`src/rtl/cpu_mem_dbus.sv`:
```
// MEM-stage data-bus master: single-outstanding req/ack access, load extraction, flush drain, timeout.
// Optional build macro CPU_MEM_LWLR_EN enables the LWL/LWR merge with the old rt value.
package cpu_mem_pkg;
  typedef enum logic [3:0] {
    OP_NOP  = 4'd0,
    OP_LB   = 4'd1,
    OP_LBU  = 4'd2,
    OP_LH   = 4'd3,
    OP_LHU  = 4'd4,
    OP_LW   = 4'd5,
    OP_LL   = 4'd6,
    OP_LWC1 = 4'd7,
    OP_LWL  = 4'd8,
    OP_LWR  = 4'd9,
    OP_SB   = 4'd10,
    OP_SH   = 4'd11,
    OP_SW   = 4'd12,
    OP_SC   = 4'd13,
    OP_SWC1 = 4'd14
  } Oper_t;

  function automatic logic is_load(Oper_t o);
    return o inside {OP_LB, OP_LBU, OP_LH, OP_LHU, OP_LW, OP_LL, OP_LWC1, OP_LWL, OP_LWR};
  endfunction
endpackage

module cpu_mem_dbus
  import cpu_mem_pkg::*;
#(
  parameter int unsigned TIMEOUT = 255
) (
  input  logic        clk,
  input  logic        rst,
  input  logic        flush,
  input  Oper_t       op,
  input  logic        req_ce,
  input  logic        req_we,
  input  logic [31:0] req_addr,
  input  logic [3:0]  req_sel,
  input  logic [31:0] req_wdata,
  input  logic        except_any,
  input  logic [31:0] reg2,
  output logic        stall_req,
  output logic        ld_valid,
  output logic [31:0] ld_data,
  output logic        bus_err,
  output logic        dbus_req,
  output logic        dbus_we,
  output logic [31:0] dbus_addr,
  output logic [3:0]  dbus_sel,
  output logic [31:0] dbus_wdata,
  input  logic        dbus_ack,
  input  logic [31:0] dbus_rdata
);

  localparam logic [1:0] S_IDLE  = 2'd0;
  localparam logic [1:0] S_BUSY  = 2'd1;
  localparam logic [1:0] S_DONE  = 2'd2;
  localparam logic [1:0] S_DRAIN = 2'd3;

  logic [1:0]  state;
  logic [15:0] cnt;
  Oper_t       op_q;
  logic [1:0]  a_q;
  logic        start;
  logic        tmo;
  logic [7:0]  byte_v;
  logic [15:0] half_v;
  logic [31:0] ext_data;

`ifdef CPU_MEM_LWLR_EN
  logic [31:0] reg2_q;
`else
  logic        unused_reg2;
  assign unused_reg2 = ^reg2;
`endif

  assign start = req_ce & ~except_any & ~flush;
  assign tmo   = ~dbus_ack & (cnt == 16'(TIMEOUT - 1));

  // Gated by rst so the pipeline sees the reset value while reset is held.
  assign stall_req = ~rst & (((state == S_IDLE) & start) |
                             ((state == S_BUSY) & ~flush) |
                             ((state == S_DRAIN) & req_ce));

  always_comb begin
    // NOTE: every combinational output gets a default first so no path leaves it unassigned (no latch).
    ext_data = dbus_rdata;
    byte_v   = dbus_rdata[{a_q, 3'b000} +: 8];
    half_v   = a_q[1] ? dbus_rdata[31:16] : dbus_rdata[15:0];
    case (op_q)
      OP_LB:  ext_data = {{24{byte_v[7]}}, byte_v};
      OP_LBU: ext_data = {24'd0, byte_v};
      OP_LH:  ext_data = {{16{half_v[15]}}, half_v};
      OP_LHU: ext_data = {16'd0, half_v};
`ifdef CPU_MEM_LWLR_EN
      OP_LWL: begin
        case (a_q)
          2'd0:    ext_data = {dbus_rdata[7:0],  reg2_q[23:0]};
          2'd1:    ext_data = {dbus_rdata[15:0], reg2_q[15:0]};
          2'd2:    ext_data = {dbus_rdata[23:0], reg2_q[7:0]};
          default: ext_data = dbus_rdata;
        endcase
      end
      OP_LWR: begin
        case (a_q)
          2'd1:    ext_data = {reg2_q[31:24], dbus_rdata[31:8]};
          2'd2:    ext_data = {reg2_q[31:16], dbus_rdata[31:16]};
          2'd3:    ext_data = {reg2_q[31:8],  dbus_rdata[31:24]};
          default: ext_data = dbus_rdata;
        endcase
      end
`endif
      default: ext_data = dbus_rdata;
    endcase
  end

  // NOTE: sequential state uses non-blocking assignments so all registers update from pre-edge values.
  always_ff @(posedge clk) begin
    if (rst) begin
      state      <= S_IDLE;
      cnt        <= '0;
      ld_valid   <= 1'b0;
      bus_err    <= 1'b0;
      ld_data    <= '0;
      dbus_req   <= 1'b0;
      dbus_we    <= 1'b0;
      dbus_addr  <= '0;
      dbus_sel   <= '0;
      dbus_wdata <= '0;
      op_q       <= OP_NOP;
      a_q        <= '0;
`ifdef CPU_MEM_LWLR_EN
      reg2_q     <= '0;
`endif
    end else begin
      ld_valid <= 1'b0;
      bus_err  <= 1'b0;
      case (state)
        S_IDLE: begin
          if (start) begin
            state      <= S_BUSY;
            cnt        <= '0;
            dbus_req   <= 1'b1;
            dbus_we    <= req_we;
            dbus_addr  <= {req_addr[31:2], 2'b00};
            dbus_sel   <= req_sel;
            dbus_wdata <= req_wdata;
            op_q       <= op;
            a_q        <= req_addr[1:0];
`ifdef CPU_MEM_LWLR_EN
            reg2_q     <= reg2;
`endif
          end
        end
        S_BUSY: begin
          if (dbus_ack) begin
            // A flush in the ack cycle still retires the bus beat but discards the result.
            dbus_req <= 1'b0;
            if (flush) begin
              state <= S_IDLE;
            end else begin
              state    <= S_DONE;
              ld_valid <= is_load(op_q);
              ld_data  <= is_load(op_q) ? ext_data : 32'd0;
            end
          end else if (flush) begin
            state <= S_DRAIN;
            cnt   <= '0;
          end else if (tmo) begin
            state    <= S_DONE;
            dbus_req <= 1'b0;
            bus_err  <= 1'b1;
            ld_valid <= is_load(op_q);
            ld_data  <= '0;
          end else begin
            cnt <= cnt + 16'd1;
          end
        end
        S_DONE: state <= S_IDLE;
        S_DRAIN: begin
          if (dbus_ack || tmo) begin
            state    <= S_IDLE;
            dbus_req <= 1'b0;
          end else begin
            cnt <= cnt + 16'd1;
          end
        end
        default: state <= S_IDLE;
      endcase
    end
  end

endmodule
```
`config.mk`:
```
export PLATFORM = sky130hd
export DESIGN_NAME = cpu_mem_dbus
export DESIGN_NICKNAME = d
export VERILOG_FILES = /design/src/rtl/cpu_mem_dbus.sv
export SDC_FILE = /design/constraint.sdc
export NUM_CORES = 1
export LEC_CHECK = 0
export CAP_MARGIN = 20
export CORE_UTILIZATION = 45
export DETAILED_ROUTE_END_ITERATION = 10
export PLACE_DENSITY = 0.94
export SLEW_MARGIN = 15
export SYNTH_ARGS = -nofsm -noshare
export SYNTH_HDL_FRONTEND = slang
export SYNTH_SLANG_ARGS = --single-unit
```
`constraint.sdc`:
```
create_clock -name clk -period 5.5 [get_ports clk]
set_input_delay 1.1 -clock clk [delete_from_list [all_inputs] [get_ports clk]]
set_output_delay 1.1 -clock clk [all_outputs]
set_load 0.03 [all_outputs]
```
== Word level (Yosys, flattened, before mapping) ==
Cells that the tools add are included.
Operators by class
  add/sub/neg operators: 1
  eq/ne operators: 21
  shift operators: 1
  multiplexer cells: 31
  bitwise logic cells: 14
  reduce and logical (&&, ||, !) cells: 12
Operators with widths (number)
  32-bit two-way mux: 5
  32-bit one-hot mux with 4 select lines: 1
  16-bit two-way mux: 6
  16-bit one-hot mux with 3 select lines: 1
  32-bit by 6-bit variable part select with 8-bit output: 1
  16-bit by 1-bit adder with 16-bit output, second input constant: 1
  16-bit by 8-bit == test with 1-bit output, second input constant: 1
  4-bit by 3-bit == test with 1-bit output, second input constant: 4
  2-bit two-way mux: 6
  1-bit two-way mux: 10
  5-bit AND reduction: 2
  3-bit inequality test, second input constant: 3
  9-bit nonzero test: 1
  4-bit by 2-bit == test with 1-bit output, second input constant: 2
  4-bit == test, second input constant: 2
  2-bit one-hot mux with 4 select lines: 1
  1-bit AND: 7
  2-bit inequality test, second input constant: 3
  3-bit AND reduction: 2
  1-bit inverter: 5
  2-bit == test, second input constant: 2
  4-bit by 1-bit == test with 1-bit output, second input constant: 1
  4-bit inequality test, second input constant: 1
  4-bit OR reduction: 1
  other kinds (10): 11
Word-level totals
  flip-flop bits (word level): 126
  bits of input ports: 143
  output and inout bits: 105
  logic and storage cells: 92

== Longest topological paths before layout ==
Gate-level depths: netlist (run 1).
  depth in word-level cells: 7
  depth in mapped cells: 8
  gate-level depth less buffers: 7

== Worst setup path after synthesis (run 1) ==
Ideal clock, no wire load.
  path type: input to output
  from: input flush
  to: output stall_req
  arrival time: 2.312 ns
  data required time: 4.400 ns
  slack: 2.088 ns
  stages on the path: 4
  buffers on the path: 1
  cell sequence: nor4b_4 -> or2b_1 -> clkbuf_1 -> a21oi_1
On the way
  word-level cells in the longest chain between the ends: 6
  elaborated cells between the ends (all ways): 7
  those cells by class: bitwise: 7
Ends and longest elaborated chain
  start: declaration: line 34  | input logic flush,
  1-bit inverter (no source line) (*)
  1-bit AND: line 78  | assign start = req_ce & ~except_any & ~flush;
  1-bit AND: line 82  | assign stall_req = ~rst & (((state == S_IDLE) & start) |
  1-bit OR (*): line 82
  1-bit OR (*): line 83  | ((state == S_BUSY) & ~flush) |
  1-bit AND (*): line 82
  end: declaration: line 43  | output logic stall_req,
Mark *: on every way between the ends. The rest lies on a longest branch, timed or not.

== Worst setup path after layout (run 1) ==
Ends and elaborated chain as after synthesis.

==> results.sh, run 1 <==
export IMPL_end_kind="output port"
export IMPL_clock_sinks=126
export IMPL_ir_drop_v=0.0002198
export IMPL_grt_pass1_vias=5122
export IMPL_synthFlopType="dfxtp_1"
export IMPL_start_kind="primary input"
export IMPL_drive_above_1_share=0.07390
export IMPL_synthArstFlopShare=0
export IMPL_rows=39
export IMPL_max_slew_margin=0.3036
export IMPL_grt_setup_unrepaired="false"
export IMPL_grt_max_degree=86
export IMPL_holdWs_ps=449.9
export IMPL_hold_path_depth=2
export IMPL_synthDistinctLibCells=65
export IMPL_drtPass1Iterations=8
export IMPL_p_int_mw=1.894
export IMPL_fmax_mhz=235.2
export IMPL_viasPerCell=5.383
export IMPL_grt_busiest_layer="met2"
export IMPL_reg2regPathDepth=5
export IMPL_layout_nets=971
export IMPL_clk_path_buf_depth=2
export IMPL_antenna_cells=0
export IMPL_cts_tree="built"
export IMPL_fin_skew_ps=7.107
export IMPL_violations="DRC"
export IMPL_holdPathEnd="dbus_wdata[4]"
export IMPL_drt_iter0_drc=388
export IMPL_maxCapViolCount=0
export IMPL_syn_to_final_growth_pct=51.85
export IMPL_setup_violations=0
export IMPL_combPwrFrac=0.109
export IMPL_initial_core_util=0.4662
export IMPL_critical_path_class="primary input to output port"
export IMPL_power_density_nw_per_um2=299.6
export IMPL_min_period_over_period=0.7732
export IMPL_p_leak_nw=2.796
export IMPL_slew_viol_final=0
export IMPL_use_met2=0.4450
export IMPL_drc_errors=14
export IMPL_cts_made_buffers=17
export IMPL_status="finished, violations left"
export IMPL_dieHeight_um=111.2
export IMPL_crit_required_ps=4400
export IMPL_io_pins=248
export IMPL_grt_usage=0.2630
export IMPL_root_buffer="clkbuf_16"
export IMPL_core_area_um2=11520
export IMPL_r2r_end="ld_data[27]"
export IMPL_clk_pin_slew_ps=50
export IMPL_synthCells=636
export IMPL_fin_util=0.7080
export IMPL_vias=5286
export IMPL_synth_seq_cells=126
export IMPL_r2r_start="a_q[1]"
export IMPL_p_sw_uw=548.7
export IMPL_wl_per_cell_um=16.52
export IMPL_antenna_found_initial=0
export IMPL_h_tree_depth=4
export IMPL_grt_overflow_total=0
export IMPL_clockPowerShare=0.503
export IMPL_finalHoldViolations=0
export IMPL_grt_pass1_wl_um=25670
export IMPL_use_met3=0.08967
export IMPL_clk_latency_ps=410
export IMPL_postCtsHoldBufs=0
export IMPL_r2r_slack_ps=3020
export IMPL_min_path_type="flop to flop"
export IMPL_dieWidth_um=111.2
export IMPL_synth_edff_count=0
export IMPL_cts_resized=0
export IMPL_avgSynthCellArea_um2=8.442
export IMPL_swShare=0.2246
export IMPL_worstPathMaxFanout=8
export IMPL_nFillCells=864
export IMPL_setup_tns_ps=0
export IMPL_seq_power_share=0.388
export IMPL_hold_path_startpoint="dbus_wdata[4]"
export IMPL_post_cts_buffers=0
export IMPL_use_met1=0.2942
export IMPL_routed_wl_um=16230
export IMPL_antenna_left=0
export IMPL_synth_area_um2=5369
export IMPL_finalPower_mw=2.442
export IMPL_portBuffers=213
export IMPL_fin_crit_ps=4252
export IMPL_arrival_ps=3150
export IMPL_worst_pin_slew_ps=1043
export IMPL_gp_congestion=0.8199
export IMPL_ys_warn_count=0
export IMPL_die_area_um2=12370
export IMPL_hpwl_um=10420
export IMPL_ys_seq_area_frac=0.4698
==> cells in the mapped netlist, drive strengths merged, types with 3 or more instances <==
master / instances / area (um^2)
nor2: 35 / 131.4
o2bb2ai: 23 / 201.4
buf: 18 / 105.1
nand3: 11 / 55.05
o221a: 8 / 90.09
o21ai: 22 / 113.9
o22a: 7 / 61.31
o22ai: 3 / 32.53
nand4: 5 / 46.29
clkbuf: 30 / 113.9
nor4: 3 / 33.78
o41ai: 3 / 41.29
nor3: 11 / 65.06
a22o: 8 / 70.07
a21oi: 85 / 425.4
mux2i: 14 / 140.1
a31oi: 8 / 56.30
nand2: 155 / 584.3
inv: 6 / 22.52
o211ai: 6 / 45.04
nor2b: 6 / 37.54
dfxtp: 126 / 2522
nand2b: 7 / 51.30
==> power by group through the flow <==
stage	sequential, mW	clock [mW]	combinational, mW
3_5_place_dp	0.967	0	0.262
4_1_cts	0.948	1.24	0.265
6_report	0.949	1.23	0.266
5_1_grt	0.950	1.28	0.284
3_3_place_gp	0.966	0	0.259
2_1_floorplan	0.996	0	0.0945
==> cell type report <==
type / instances / area, um^2 / area share
inverter: 7 / 26.28 / 0.003223
multi-input combinational: 456 / 2611 / 0.3203
timing repair buffer: 218 / 2165 / 0.2655
tap: 143 / 178.9 / 0.02195
sequential: 126 / 2522 / 0.3094
clock inverter: 10 / 185.2 / 0.02271
clock buffer: 22 / 464.2 / 0.05694
==> worst max-delay path, cell delays in order <==
cell	delay [ps]
clkdlybuf4s50_1	560
nor4b_4	350
or2b_2	330
a21oi_1	130
clkdlybuf4s50_1	680
==> sequential cells by signal, summed over array words and instances (netlist names) <==
signal      count
a_q             2
bus_err         1
cnt            16
dbus_addr      30
dbus_req        1
dbus_sel        4
dbus_wdata     32
dbus_we         1
ld_data        32
ld_valid        1
op_q            4
state           2
==> metal layers <==
metal | vias up | wire [um]
met1 | 2436 | 6557
met5 | - | 0
met4 | 0 | 463
met3 | 37 | 1182
li1 | 2606 | -
met2 | 207 | 8022
==> worst max path at each step <==
stage | from | end | slack (ps) | cells after the start
global placement | flush | stall_req | 1270 | 5
detailed placement | flush | stall_req | 1250 | 5
floorplan | flush | stall_req | 2090 | 4
global route | flush | stall_req | 1120 | 5
finish | flush | stall_req | 1250 | 5
CTS | flush | stall_req | 1250 | 5
==> cell usage in the layout (no fill, tap or decap), drive strengths merged, types with 7 or more instances in the layout <==
cell	instances
a21oi	85
a22o	8
a31oi	8
clkbuf	22
clkdlybuf4s50	212
dfxtp	126
mux2i	14
nand2	155
nand2b	7
nand3	11
nor2	35
nor3	11
o21ai	22
o221a	8
o22a	7
o2bb2ai	23
==> through the flow <==
step | cells | setup slack (ps) | area [um^2]
4_1_cts | 982 | 1255 | 8153
2_1_floorplan | 637 | 2088 | 5373
5_1_grt | 982 | 1124 | 8153
3_3_place_gp | 950 | 1270 | 7503
6_report | 982 | 1248 | 8153
3_5_place_dp | 950 | 1252 | 7503
==> cells by family after synthesis <==
logic type,share of synthesized area
compound gates,0.2289
xor+xnor,0.003263
fa+ha+maj,0.004660
buf+inv,0.04567
flops,0.4698
mux,0.03239
other cells,0.0006985
simple gates,0.2146
Note: power is estimated with default switching activity, not from simulation.
==> run 2, diff against run 1 <==
CORE_UTILIZATION = 38   (was 45)
PLACE_DENSITY = 0.86   (was 0.94)
clock period = 3.59 ns   (was 5.5 ns; I/O delays follow)
==> results.sh, run 2 (synthesis gave the netlist of run 1 again) <==
export IMPL_grt_setup_unrepaired="false"
export IMPL_slew_viol_final=0
export IMPL_ir_drop_v=0.0003726
export IMPL_fin_crit_ps=2980
export IMPL_placed_area_um2=7562
export IMPL_power_density_nw_per_um2=433.7
export IMPL_setup_tns_ps=0
export IMPL_viasPerCell=5.186
export IMPL_grt_usage=0.2133
export IMPL_grt_pass1_wl_um=24520
export IMPL_pre_cts_slack_ps=606.9
export IMPL_min_period_over_period=0.8299
export IMPL_end_kind="output port"
export IMPL_final_common_cell="clkdlybuf4s50_1"
export IMPL_dieWidth_um=120.9
export IMPL_gp_congestion=0.8099
export IMPL_root_buffer="clkbuf_16"
export IMPL_maxCapViolCount=0
export IMPL_finalInstanceArea_um2=8142
export IMPL_start_kind="primary input"
export IMPL_place_inst=989
export IMPL_h_tree_depth=4
export IMPL_clock_sinks=126
export IMPL_finalHoldViolations=0
export IMPL_drt_iter0_drc=356
export IMPL_p_int_mw=2.692
export IMPL_rows=43
export IMPL_post_cts_buffers=0
export IMPL_combPwrFrac=0.115
export IMPL_initial_core_util=0.3883
export IMPL_worstPathMaxFanout=8
export IMPL_drive_above_1_share=0.07610
export IMPL_hpwl_um=10460
export IMPL_fin_skew_ps=7.887
export IMPL_portBuffers=213
export IMPL_seq_power_share=0.411
export IMPL_cts_tree="built"
export IMPL_swShare=0.2376
export IMPL_clockPowerShare=0.474
export IMPL_status="finished clean"
export IMPL_critical_path_class="primary input to output port"
export IMPL_p_leak_nw=2.772
export IMPL_vias=5295
export IMPL_antenna_left=0
export IMPL_drc_errors=0
export IMPL_cts_made_buffers=17
export IMPL_largest_registers="dbus_wdata (32), ld_data (32), dbus_addr (30)"
export IMPL_mostFrequentLayoutCells="clkdlybuf4s50_1, nand2_1, dfxtp_1, a21oi_1, nor2_1"
export IMPL_fmax_mhz=335.6
export IMPL_p_sw_uw=839.1
export IMPL_drtPass1Iterations=4
export IMPL_clk_latency_ps=420
export IMPL_grt_max_degree=86
export IMPL_crit_chain="clkdlybuf4s50_1 -> nor4b_4 -> or2b_2 -> a21oi_1 -> buf_4"
export IMPL_max_slew_margin=0.3697
export IMPL_core_area_um2=13830
export IMPL_grt_overflow_total=0
export IMPL_postCtsHoldBufs=0
export IMPL_clk_path_buf_depth=2
export IMPL_routed_wl_um=15560
export IMPL_setup_ws_ps=610.5
export IMPL_antenna_found_initial=0
export IMPL_dieHeight_um=120.9
export IMPL_cts_resized=0
export IMPL_worst_pin_slew_ps=945.4
export IMPL_layout_nets=973
export IMPL_wl_per_cell_um=15.24
export IMPL_io_pins=248
export IMPL_finalPower_mw=3.531
export IMPL_setup_violations=0
export IMPL_max_stage_delay_ps=570
export IMPL_clk_pin_slew_ps=60
export IMPL_antenna_cells=0
export IMPL_crit_required_ps=2870
export IMPL_die_area_um2=14610
export IMPL_crit_slowest_cell="clkdlybuf4s50_1"
export IMPL_min_path_type="flop to flop"
export IMPL_fin_cells=1021
export IMPL_nFillCells=1167
export IMPL_grt_pass1_vias=5073
export IMPL_arrival_ps=2260
export IMPL_syn_to_final_growth_pct=51.64
## run 2: cell count changes in the layout (fill, tap and decap cells not counted)
cell             delta
clkinvlp_4          +1
buf_4               +3
clkbuf_1            +1
clkinv_4            +1
bufinv_16           -3
clkdlybuf4s50_1     -1
## run 2: metrics by stage
step             util  hold WS (ps)
6_report       0.5888         450.5
3_3_place_gp   0.5469         440.0
2_1_floorplan       -         449.9
3_5_place_dp   0.5469         445.5
5_1_grt        0.5888         465.9
4_1_cts        0.5888         452.6
## run 2: final cells by class
type                       instances  area, um^2  area share
inverter                           7       26.28    0.003227
clock inverter                     9       111.4     0.01368
tap                              180       225.2     0.02766
timing repair buffer             220        2177      0.2674
clock buffer                      23       467.9     0.05748
multi-input combinational        456        2611      0.3207
sequential                       126        2522      0.3098
## run 2: worst paths after layout
path              slack [ps]       endpoint  cells past startpoint           from
hold reg to reg          450  dbus_addr[19]                      2  dbus_addr[19]
hold / removal           450  dbus_addr[19]                      2  dbus_addr[19]
setup / recovery         610      stall_req                      5          flush
setup reg to reg        1400     ld_data[7]                      8         cnt[0]
## run 2: power by group through the flow
| stage | logic (mW) | clock network (mW) | registers, mW |
|---|---|---|---|
| after global routing | 0.435 | 1.76 | 1.45 |
| after floorplan | 0.145 | 0 | 1.53 |
| after global placement | 0.400 | 0 | 1.48 |
| after CTS | 0.406 | 1.70 | 1.45 |
| final | 0.406 | 1.67 | 1.45 |
| after detailed placement | 0.403 | 0 | 1.48 |
## run 2: worst max-delay path, delay by kind of cell
family | cells | cell delay [ps]
AO/OA/AOI/OAI | 1 | 130
buffers and inverters | 2 | 760
AND/OR/NAND/NOR | 2 | 660
## run 2: layer usage
| metal | share of wire | global-route usage |
|---|---|---|
| met1 | 0.42 | 0.2488 |
| met2 | 0.49 | 0.3582 |
| met3 | 0.063 | 0.06955 |
| met4 | 0.023 | 0.08796 |
| met5 | 0 | 0 |
